File: src/rtl/lcd_rgb_timing_if.sv
// Bus between the video memory and the LCD raster timing block.
// The video memory side feeds dotclk, the pixel strobe and the pixel data.
// It reads back the active-area coordinate.
// The panel-facing RGB565/sync outputs are grouped here as well.
interface lcd_rgb_timing_if #(
    parameter int WIDTH_BITS  = 8,
    parameter int HEIGHT_BITS = 9
);
    // Video memory -> timing block
    logic                   dotclk;
    logic                   advance_pixel;
    logic [15:0]            current_pixel;

    // Timing block -> video memory
    logic [WIDTH_BITS-1:0]  display_x;
    logic [HEIGHT_BITS-1:0] display_y;
    logic                   in_display_region;
    logic                   frame_start;

    // Timing block -> panel
    logic                   lcd_dotclk;
    logic                   lcd_hsync;
    logic                   lcd_vsync;
    logic                   lcd_de;
    logic [15:0]            lcd_data;

    // Video memory / panel side
    modport master (
        output dotclk, advance_pixel, current_pixel,
        input  display_x, display_y, in_display_region, frame_start,
        input  lcd_dotclk, lcd_hsync, lcd_vsync, lcd_de, lcd_data
    );

    // Raster timing block side
    modport slave (
        input  dotclk, advance_pixel, current_pixel,
        output display_x, display_y, in_display_region, frame_start,
        output lcd_dotclk, lcd_hsync, lcd_vsync, lcd_de, lcd_data
    );
endinterface

File: src/rtl/lcd_rgb_timing.sv
// Raster timing generator and RGB565 driver for the ILI9341 RGB interface.
// Stage 1 (h/v counters, coordinate outputs) steps once per advance_pixel.
// Stage 2 (sync/DE/data) registers the pre-tick stage-1 state together with
// the pixel the video memory returns.
// Stage 2 therefore trails stage 1 by exactly one pixel slot.
module lcd_rgb_timing #(
    parameter int DISPLAY_WIDTH  = 240,
    parameter int DISPLAY_HEIGHT = 320,
    parameter int H_SYNC         = 10,
    parameter int H_BACK         = 20,
    parameter int H_FRONT        = 10,
    parameter int V_SYNC         = 2,
    parameter int V_BACK         = 2,
    parameter int V_FRONT        = 4,
    parameter int WIDTH_BITS     = $clog2(DISPLAY_WIDTH),
    parameter int HEIGHT_BITS    = $clog2(DISPLAY_HEIGHT)
) (
    input  logic            clk,
    input  logic            reset,
    lcd_rgb_timing_if.slave bus
);

    localparam int H_TOTAL = H_SYNC + H_BACK + DISPLAY_WIDTH + H_FRONT;
    localparam int V_TOTAL = V_SYNC + V_BACK + DISPLAY_HEIGHT + V_FRONT;
    localparam int H_BITS  = $clog2(H_TOTAL);
    localparam int V_BITS  = $clog2(V_TOTAL);

    // Last count of each phase; the FSMs leave a phase on these values.
    localparam logic [H_BITS-1:0] H_SYNC_LAST  = H_BITS'(H_SYNC - 1);
    localparam logic [H_BITS-1:0] H_BACK_LAST  = H_BITS'(H_SYNC + H_BACK - 1);
    localparam logic [H_BITS-1:0] H_ACT_LAST   = H_BITS'(H_SYNC + H_BACK + DISPLAY_WIDTH - 1);
    localparam logic [H_BITS-1:0] H_LAST       = H_BITS'(H_TOTAL - 1);
    localparam logic [H_BITS-1:0] H_ACT_START  = H_BITS'(H_SYNC + H_BACK);

    localparam logic [V_BITS-1:0] V_SYNC_LAST  = V_BITS'(V_SYNC - 1);
    localparam logic [V_BITS-1:0] V_BACK_LAST  = V_BITS'(V_SYNC + V_BACK - 1);
    localparam logic [V_BITS-1:0] V_ACT_LAST   = V_BITS'(V_SYNC + V_BACK + DISPLAY_HEIGHT - 1);
    localparam logic [V_BITS-1:0] V_LAST       = V_BITS'(V_TOTAL - 1);
    localparam logic [V_BITS-1:0] V_ACT_START  = V_BITS'(V_SYNC + V_BACK);

    // Both FSMs walk the same phase order; count 0 always lies in SYNC.
    typedef enum logic [1:0] {
        PH_SYNC,
        PH_BACK,
        PH_ACTIVE,
        PH_FRONT
    } phase_t;

    // Stage-1 state
    logic [H_BITS-1:0] h_cnt;
    logic [V_BITS-1:0] v_cnt;
    phase_t            h_phase;
    phase_t            v_phase;

    // Values stage 1 takes on the next tick
    logic [H_BITS-1:0]      h_cnt_next;
    logic [V_BITS-1:0]      v_cnt_next;
    phase_t                 h_phase_next;
    phase_t                 v_phase_next;
    logic                   h_wrap;
    logic                   v_wrap;
    logic                   frame_wrap;
    logic                   region_next;
    logic [WIDTH_BITS-1:0]  x_next;
    logic [HEIGHT_BITS-1:0] y_next;

    // The panel dot clock is the video memory's pixel clock, passed straight through.
    assign bus.lcd_dotclk = bus.dotclk;

    // Next counter, phase and coordinate values for the coming tick.
    always_comb begin
        // NOTE: every signal gets a default first so no path can leave it unassigned and infer a latch.
        h_wrap       = (h_cnt == H_LAST);
        v_wrap       = (v_cnt == V_LAST);
        frame_wrap   = h_wrap && v_wrap;
        h_cnt_next   = h_wrap ? '0 : h_cnt + 1'b1;
        v_cnt_next   = v_cnt;
        h_phase_next = h_phase;
        v_phase_next = v_phase;

        case (h_phase)
            PH_SYNC:   if (h_cnt == H_SYNC_LAST) h_phase_next = PH_BACK;
            PH_BACK:   if (h_cnt == H_BACK_LAST) h_phase_next = PH_ACTIVE;
            PH_ACTIVE: if (h_cnt == H_ACT_LAST)  h_phase_next = PH_FRONT;
            PH_FRONT:  if (h_wrap)               h_phase_next = PH_SYNC;
            default:                             h_phase_next = PH_SYNC;
        endcase

        // The vertical side moves only when a line completes.
        if (h_wrap) begin
            v_cnt_next = v_wrap ? '0 : v_cnt + 1'b1;
            case (v_phase)
                PH_SYNC:   if (v_cnt == V_SYNC_LAST) v_phase_next = PH_BACK;
                PH_BACK:   if (v_cnt == V_BACK_LAST) v_phase_next = PH_ACTIVE;
                PH_ACTIVE: if (v_cnt == V_ACT_LAST)  v_phase_next = PH_FRONT;
                PH_FRONT:  if (v_wrap)               v_phase_next = PH_SYNC;
                default:                             v_phase_next = PH_SYNC;
            endcase
        end

        // Offsets are subtracted only inside ACTIVE, so they cannot underflow.
        region_next = (h_phase_next == PH_ACTIVE) && (v_phase_next == PH_ACTIVE);
        x_next      = region_next ? WIDTH_BITS'(h_cnt_next - H_ACT_START) : '0;
        y_next      = (v_phase_next == PH_ACTIVE) ? HEIGHT_BITS'(v_cnt_next - V_ACT_START) : '0;
    end

    // Stage-1 FSM state, stage-2 panel outputs and frame pulse, all stepped by advance_pixel.
    always_ff @(posedge clk) begin
        // NOTE: the reset branch clears only control state and output registers; there is no storage array to clear.
        if (!reset) begin
            h_cnt                 <= '0;
            v_cnt                 <= '0;
            h_phase               <= PH_SYNC;
            v_phase               <= PH_SYNC;
            bus.display_x         <= '0;
            bus.display_y         <= '0;
            bus.in_display_region <= 1'b0;
            bus.frame_start       <= 1'b0;
            bus.lcd_hsync         <= 1'b1;
            bus.lcd_vsync         <= 1'b1;
            bus.lcd_de            <= 1'b0;
            bus.lcd_data          <= '0;
        end else begin
            bus.frame_start <= 1'b0;
            if (bus.advance_pixel) begin
                // NOTE: non-blocking assignments let stage 2 read the pre-tick stage-1 values below.
                bus.lcd_hsync <= (h_phase != PH_SYNC);
                bus.lcd_vsync <= (v_phase != PH_SYNC);
                bus.lcd_de    <= bus.in_display_region;
                bus.lcd_data  <= bus.in_display_region ? bus.current_pixel : 16'h0000;

                h_cnt                 <= h_cnt_next;
                v_cnt                 <= v_cnt_next;
                h_phase               <= h_phase_next;
                v_phase               <= v_phase_next;
                bus.display_x         <= x_next;
                bus.display_y         <= y_next;
                bus.in_display_region <= region_next;
                bus.frame_start       <= frame_wrap;
            end
        end
    end

endmodule
File: src/flat_wrapper.sv
// flat-port wrapper written by rule: the top's interface ports become plain ports
module lcd_rgb_timing_flat 
#(
    parameter int DISPLAY_WIDTH  = 240,
    parameter int DISPLAY_HEIGHT = 320,
    parameter int H_SYNC         = 10,
    parameter int H_BACK         = 20,
    parameter int H_FRONT        = 10,
    parameter int V_SYNC         = 2,
    parameter int V_BACK         = 2,
    parameter int V_FRONT        = 4,
    parameter int WIDTH_BITS     = $clog2(DISPLAY_WIDTH),
    parameter int HEIGHT_BITS    = $clog2(DISPLAY_HEIGHT)
)
  (clk, reset, bus_dotclk, bus_advance_pixel, bus_current_pixel, bus_display_x, bus_display_y, bus_in_display_region, bus_frame_start, bus_lcd_dotclk, bus_lcd_hsync, bus_lcd_vsync, bus_lcd_de, bus_lcd_data);
  lcd_rgb_timing_if #(.WIDTH_BITS(WIDTH_BITS), .HEIGHT_BITS(HEIGHT_BITS)) bus_i ();
  input  logic clk;
  input  logic reset;
  input wire logic [$bits(bus_i.dotclk)-1:0] bus_dotclk;
  input wire logic [$bits(bus_i.advance_pixel)-1:0] bus_advance_pixel;
  input wire logic [$bits(bus_i.current_pixel)-1:0] bus_current_pixel;
  output wire logic [$bits(bus_i.display_x)-1:0] bus_display_x;
  output wire logic [$bits(bus_i.display_y)-1:0] bus_display_y;
  output wire logic [$bits(bus_i.in_display_region)-1:0] bus_in_display_region;
  output wire logic [$bits(bus_i.frame_start)-1:0] bus_frame_start;
  output wire logic [$bits(bus_i.lcd_dotclk)-1:0] bus_lcd_dotclk;
  output wire logic [$bits(bus_i.lcd_hsync)-1:0] bus_lcd_hsync;
  output wire logic [$bits(bus_i.lcd_vsync)-1:0] bus_lcd_vsync;
  output wire logic [$bits(bus_i.lcd_de)-1:0] bus_lcd_de;
  output wire logic [$bits(bus_i.lcd_data)-1:0] bus_lcd_data;
  assign bus_i.dotclk = bus_dotclk;
  assign bus_i.advance_pixel = bus_advance_pixel;
  assign bus_i.current_pixel = bus_current_pixel;
  assign bus_display_x = bus_i.display_x;
  assign bus_display_y = bus_i.display_y;
  assign bus_in_display_region = bus_i.in_display_region;
  assign bus_frame_start = bus_i.frame_start;
  assign bus_lcd_dotclk = bus_i.lcd_dotclk;
  assign bus_lcd_hsync = bus_i.lcd_hsync;
  assign bus_lcd_vsync = bus_i.lcd_vsync;
  assign bus_lcd_de = bus_i.lcd_de;
  assign bus_lcd_data = bus_i.lcd_data;
  lcd_rgb_timing #(.DISPLAY_WIDTH(DISPLAY_WIDTH), .DISPLAY_HEIGHT(DISPLAY_HEIGHT), .H_SYNC(H_SYNC), .H_BACK(H_BACK), .H_FRONT(H_FRONT), .V_SYNC(V_SYNC), .V_BACK(V_BACK), .V_FRONT(V_FRONT), .WIDTH_BITS(WIDTH_BITS), .HEIGHT_BITS(HEIGHT_BITS)) u_core (.clk(clk), .reset(reset), .bus(bus_i));
endmodule
File: config.mk
export PLATFORM = sky130hd
export DESIGN_NAME = lcd_rgb_timing_flat
export DESIGN_NICKNAME = d
export VERILOG_FILES = /design/src/rtl/lcd_rgb_timing_if.sv /design/src/rtl/lcd_rgb_timing.sv /design/src/flat_wrapper.sv
export SDC_FILE = /design/constraint.sdc
export NUM_CORES = 1
export LEC_CHECK = 0
export CORE_MARGIN = 5
export CORE_UTILIZATION = 50
export CTS_BUF_LIST = sky130_fd_sc_hd__clkbuf_4 sky130_fd_sc_hd__clkbuf_8
export CTS_CLUSTER_DIAMETER = 30
export CTS_CLUSTER_SIZE = 10
export DETAILED_ROUTE_END_ITERATION = 16
export PLACE_DENSITY = 0.87
export SYNTH_ARGS = -nofsm -noshare
export SYNTH_HDL_FRONTEND = slang
export SYNTH_SLANG_ARGS = --single-unit
File: constraint.sdc
create_clock -name clk -period 8.2 [get_ports clk]
set_clock_uncertainty 0.15 [all_clocks]
set_input_delay 1.64 -clock clk [delete_from_list [all_inputs] [get_ports clk]]
set_output_delay 1.64 -clock clk [all_outputs]
set_load 0.05 [all_outputs]
==> flow_summary.yaml <==
route:
  drtIter0Drc: 276
  drc: 0
  firstDrtPassIters: 4
  wl_per_cell_microns: 16.4
  routed_wl_mm: 7.93
  via_per_inst: 5.85
  routed-via-count: 2822
  ant_nets: 0
synth:
  synth_top_area_cell: "dfxtp_1"
  synth_cells: 360
  async_flop_share_pct: 0
  synth_seq_cells: 60
  synthesis.area_sq_um: 3000
  ys.flop_type: "dfxtp_1"
  synth_nets: 387
  synth_seq_area_share_pct: 40.0
  synth_edf_count: 0
  synth.most_common_cell: "dfxtp_1"
  synth_cell_type_count: 52
  yosys_warnings: 0
  yosys.area.top_type_share_pct: 40.0
  synth_commonest_cells: "dfxtp_1, nor2_1, nand2_1, a21oi_1, a22oi_1"
  avgSynthCellArea_sq_um: 8.34
  synth.area.top_cells: "dfxtp_1, nor2_1, a22oi_1"
sta:
  final_hold_viol_count: 0
  setup_viol: 0
  slew_violations: 0
  tightest_slew_ns: 0.872
  fin_crit_ns: 4.37
  max_freq_mhz: 229
  relSlewSlack_pct: 41.7
  fin_tns_setup_ns: 0
  min_period_over_period_pct: 53.3
  rsz0062_at_grt: "no"
  final.setup.worst_slack_ns: 3.83
clock_network:
  cts_sinks: 60
  cts_max_level: 3
  cts_max_path_buffers: 2
  clk_pin_slew_worst_paths_ns: 0.06
  clockRootBuffer: "clkbuf_8"
  hold_buffers: 0
  post_cts_buffers: 0
  cts_buffers: 9
  clock_latency_ns: 0.35
  cts_tree: "done"
  ctsResizeCount: 0
global_route:
  antenna_found_initial: 0
  globalRoute.totalOverflow: 0
  grt_pass1_wl_mm: 12.6
  first_global_vias: 2669
  grt_usage_pct: 21.3
  grt_max_degree: 57
die:
  fp.dieH_microns: 87.5
  die_area_sq_um: 7660
  chipWidth_microns: 87.5
  core_region_area_sq_um: 5890
  std_cell_rows: 28
  initial_core_util_pct: 51.0
  pin_count: 59
power_and_ir_drop:
  power_leakage_uw: 0.00132
  swShare_pct: 23.2
  power_frac_clock_pct: 45.5
  power.switching_uw: 141
  combPwrFrac_pct: 5.8
  intPower_uw: 467
  peakVddDrop_v: 0.000146
  total_power_uw: 609
  seq_power_share_pct: 48.8
  powerDensity_nw_per_um2: 162
placed_design:
  place_worst_setup_slack_ns: 3.54
  place_hpwl_mm: 5.35
  port_buffers: 56
  gp_congestion: 0.872
worst_hold_path:
  min_path_type: "reg -> reg"
run:
  maxCapViolations: 0
final_layout:
  final_util_pct: 63.7
  syn_to_final_growth_pct: 24.8
  nets: 429
  antenna_cells: 0
  drive_gt1_share_pct: 7.13
worst_setup_path:
  cp-end-kind: "register"
  crit_fanout: 24
  cp.arrival_ns: 4.48
  crit_type: "in -> reg"
  startpoint_type: "primary input"
  reg2reg_slack_ns: 5.14
  worstPathRequired_ns: 8.31
outcome:
  status: "finished clean"
[critical path: stages]
cell and delay, ns:
clkdlybuf4s50_1 1.04, inv_1 0.49, buf_4 0.36, nor3_2 0.25, o311a_4 0.35, nand2_1 0.11
o31ai_2 0.22
[state kept, by name, summed over array words and instances, names as in the netlist]
signal,count
u_core.bus.lcd_data,16
u_core.bus.lcd_hsync,1
u_core.bus.lcd_de,1
u_core.h_phase,2
u_core.bus.in_display_region,1
u_core.bus.display_y,9
u_core.bus.lcd_vsync,1
u_core.v_cnt,9
u_core.v_phase,2
u_core.h_cnt,9
u_core.bus.frame_start,1
u_core.bus.display_x,8
[cells by family after synthesis]
group	after synthesis	share of synthesized area, %
buffers and inverters	33	5.12
muxes	4	1.33
AOI/OAI and AO/OA	85	19.3
and+or+nand+nor	148	24.6
adders and majority gates	7	2.92
DFF	60	40.0
xor gates and xnor gates	23	6.71
[cell type report]
class / instances / area, sq um
fillers: 466 / 2140
multi-input cells: 267 / 1650
flip-flops and latches: 60 / 1200
repair buffers: 58 / 576
clock buffers: 12 / 159
well taps: 75 / 93.8
clock inverters: 4 / 47.5
inverters: 6 / 22.5
[path summary, 6_finish.rpt]
| path | cells after the start | startpoint | end |
|---|---|---|---|
| setup / recovery | 7 | bus_advance_pixel | u_core.bus.display_x[6]$_SDFFE_PN0P_ |
| setup reg to reg | 9 | u_core.h_cnt[0]$_SDFFE_PN0P_ | u_core.bus.display_y[8]$_SDFFE_PN0P_ |
| hold reg to reg | 2 | u_core.bus.display_y[1]$_SDFFE_PN0P_ | u_core.bus.display_y[1]$_SDFFE_PN0P_ |
| hold / removal | 2 | u_core.bus.display_y[1]$_SDFFE_PN0P_ | u_core.bus.display_y[1]$_SDFFE_PN0P_ |
[metrics by stage]
| stage | cell area, sq um | instances | hold slack, ns |
|---|---|---|---|
| after floorplan | 3000 | 360 | 0.336 |
| after global placement | 3540 | 466 | 0.306 |
| after detailed placement | 3540 | 466 | 0.305 |
| after CTS | 3750 | 482 | 0.326 |
| after global routing | 3750 | 482 | 0.343 |
| final | 3750 | 482 | 0.322 |
[power by group through the flow]
stage                     clock network, uW  registers, uW  logic (uW)
after floorplan                           0            304        19.6
after global placement                    0            303        33.7
after detailed placement                  0            303        34.4
after CTS                               279            297        34.7
after global routing                    292            297        38.1
final                                   277            297        35.1
[per-layer routing]
layer	wire length (microns)	global-route usage [%]	up-vias
met4	190	9.48	0
li1	-	-	1367
met1	3400	25.3	1375
met3	275	5.77	18
met5	0	0	-
met2	4060	35.5	62
[layout by cell type (no fill, tap or decap), types with 7 or more instances in the layout]
| master | count |
|---|---|
| a21oi_1 | 26 |
| a22oi_1 | 19 |
| and3_1 | 7 |
| clkbuf_8 | 11 |
| clkdlybuf4s50_1 | 56 |
| dfxtp_1 | 60 |
| ha_1 | 7 |
| nand2_1 | 27 |
| nand3_1 | 17 |
| nor2_1 | 51 |
| nor3_1 | 11 |
| o21ai_0 | 12 |
| xnor2_1 | 10 |
| xor2_1 | 13 |
(Power assumes the default switching activity.)
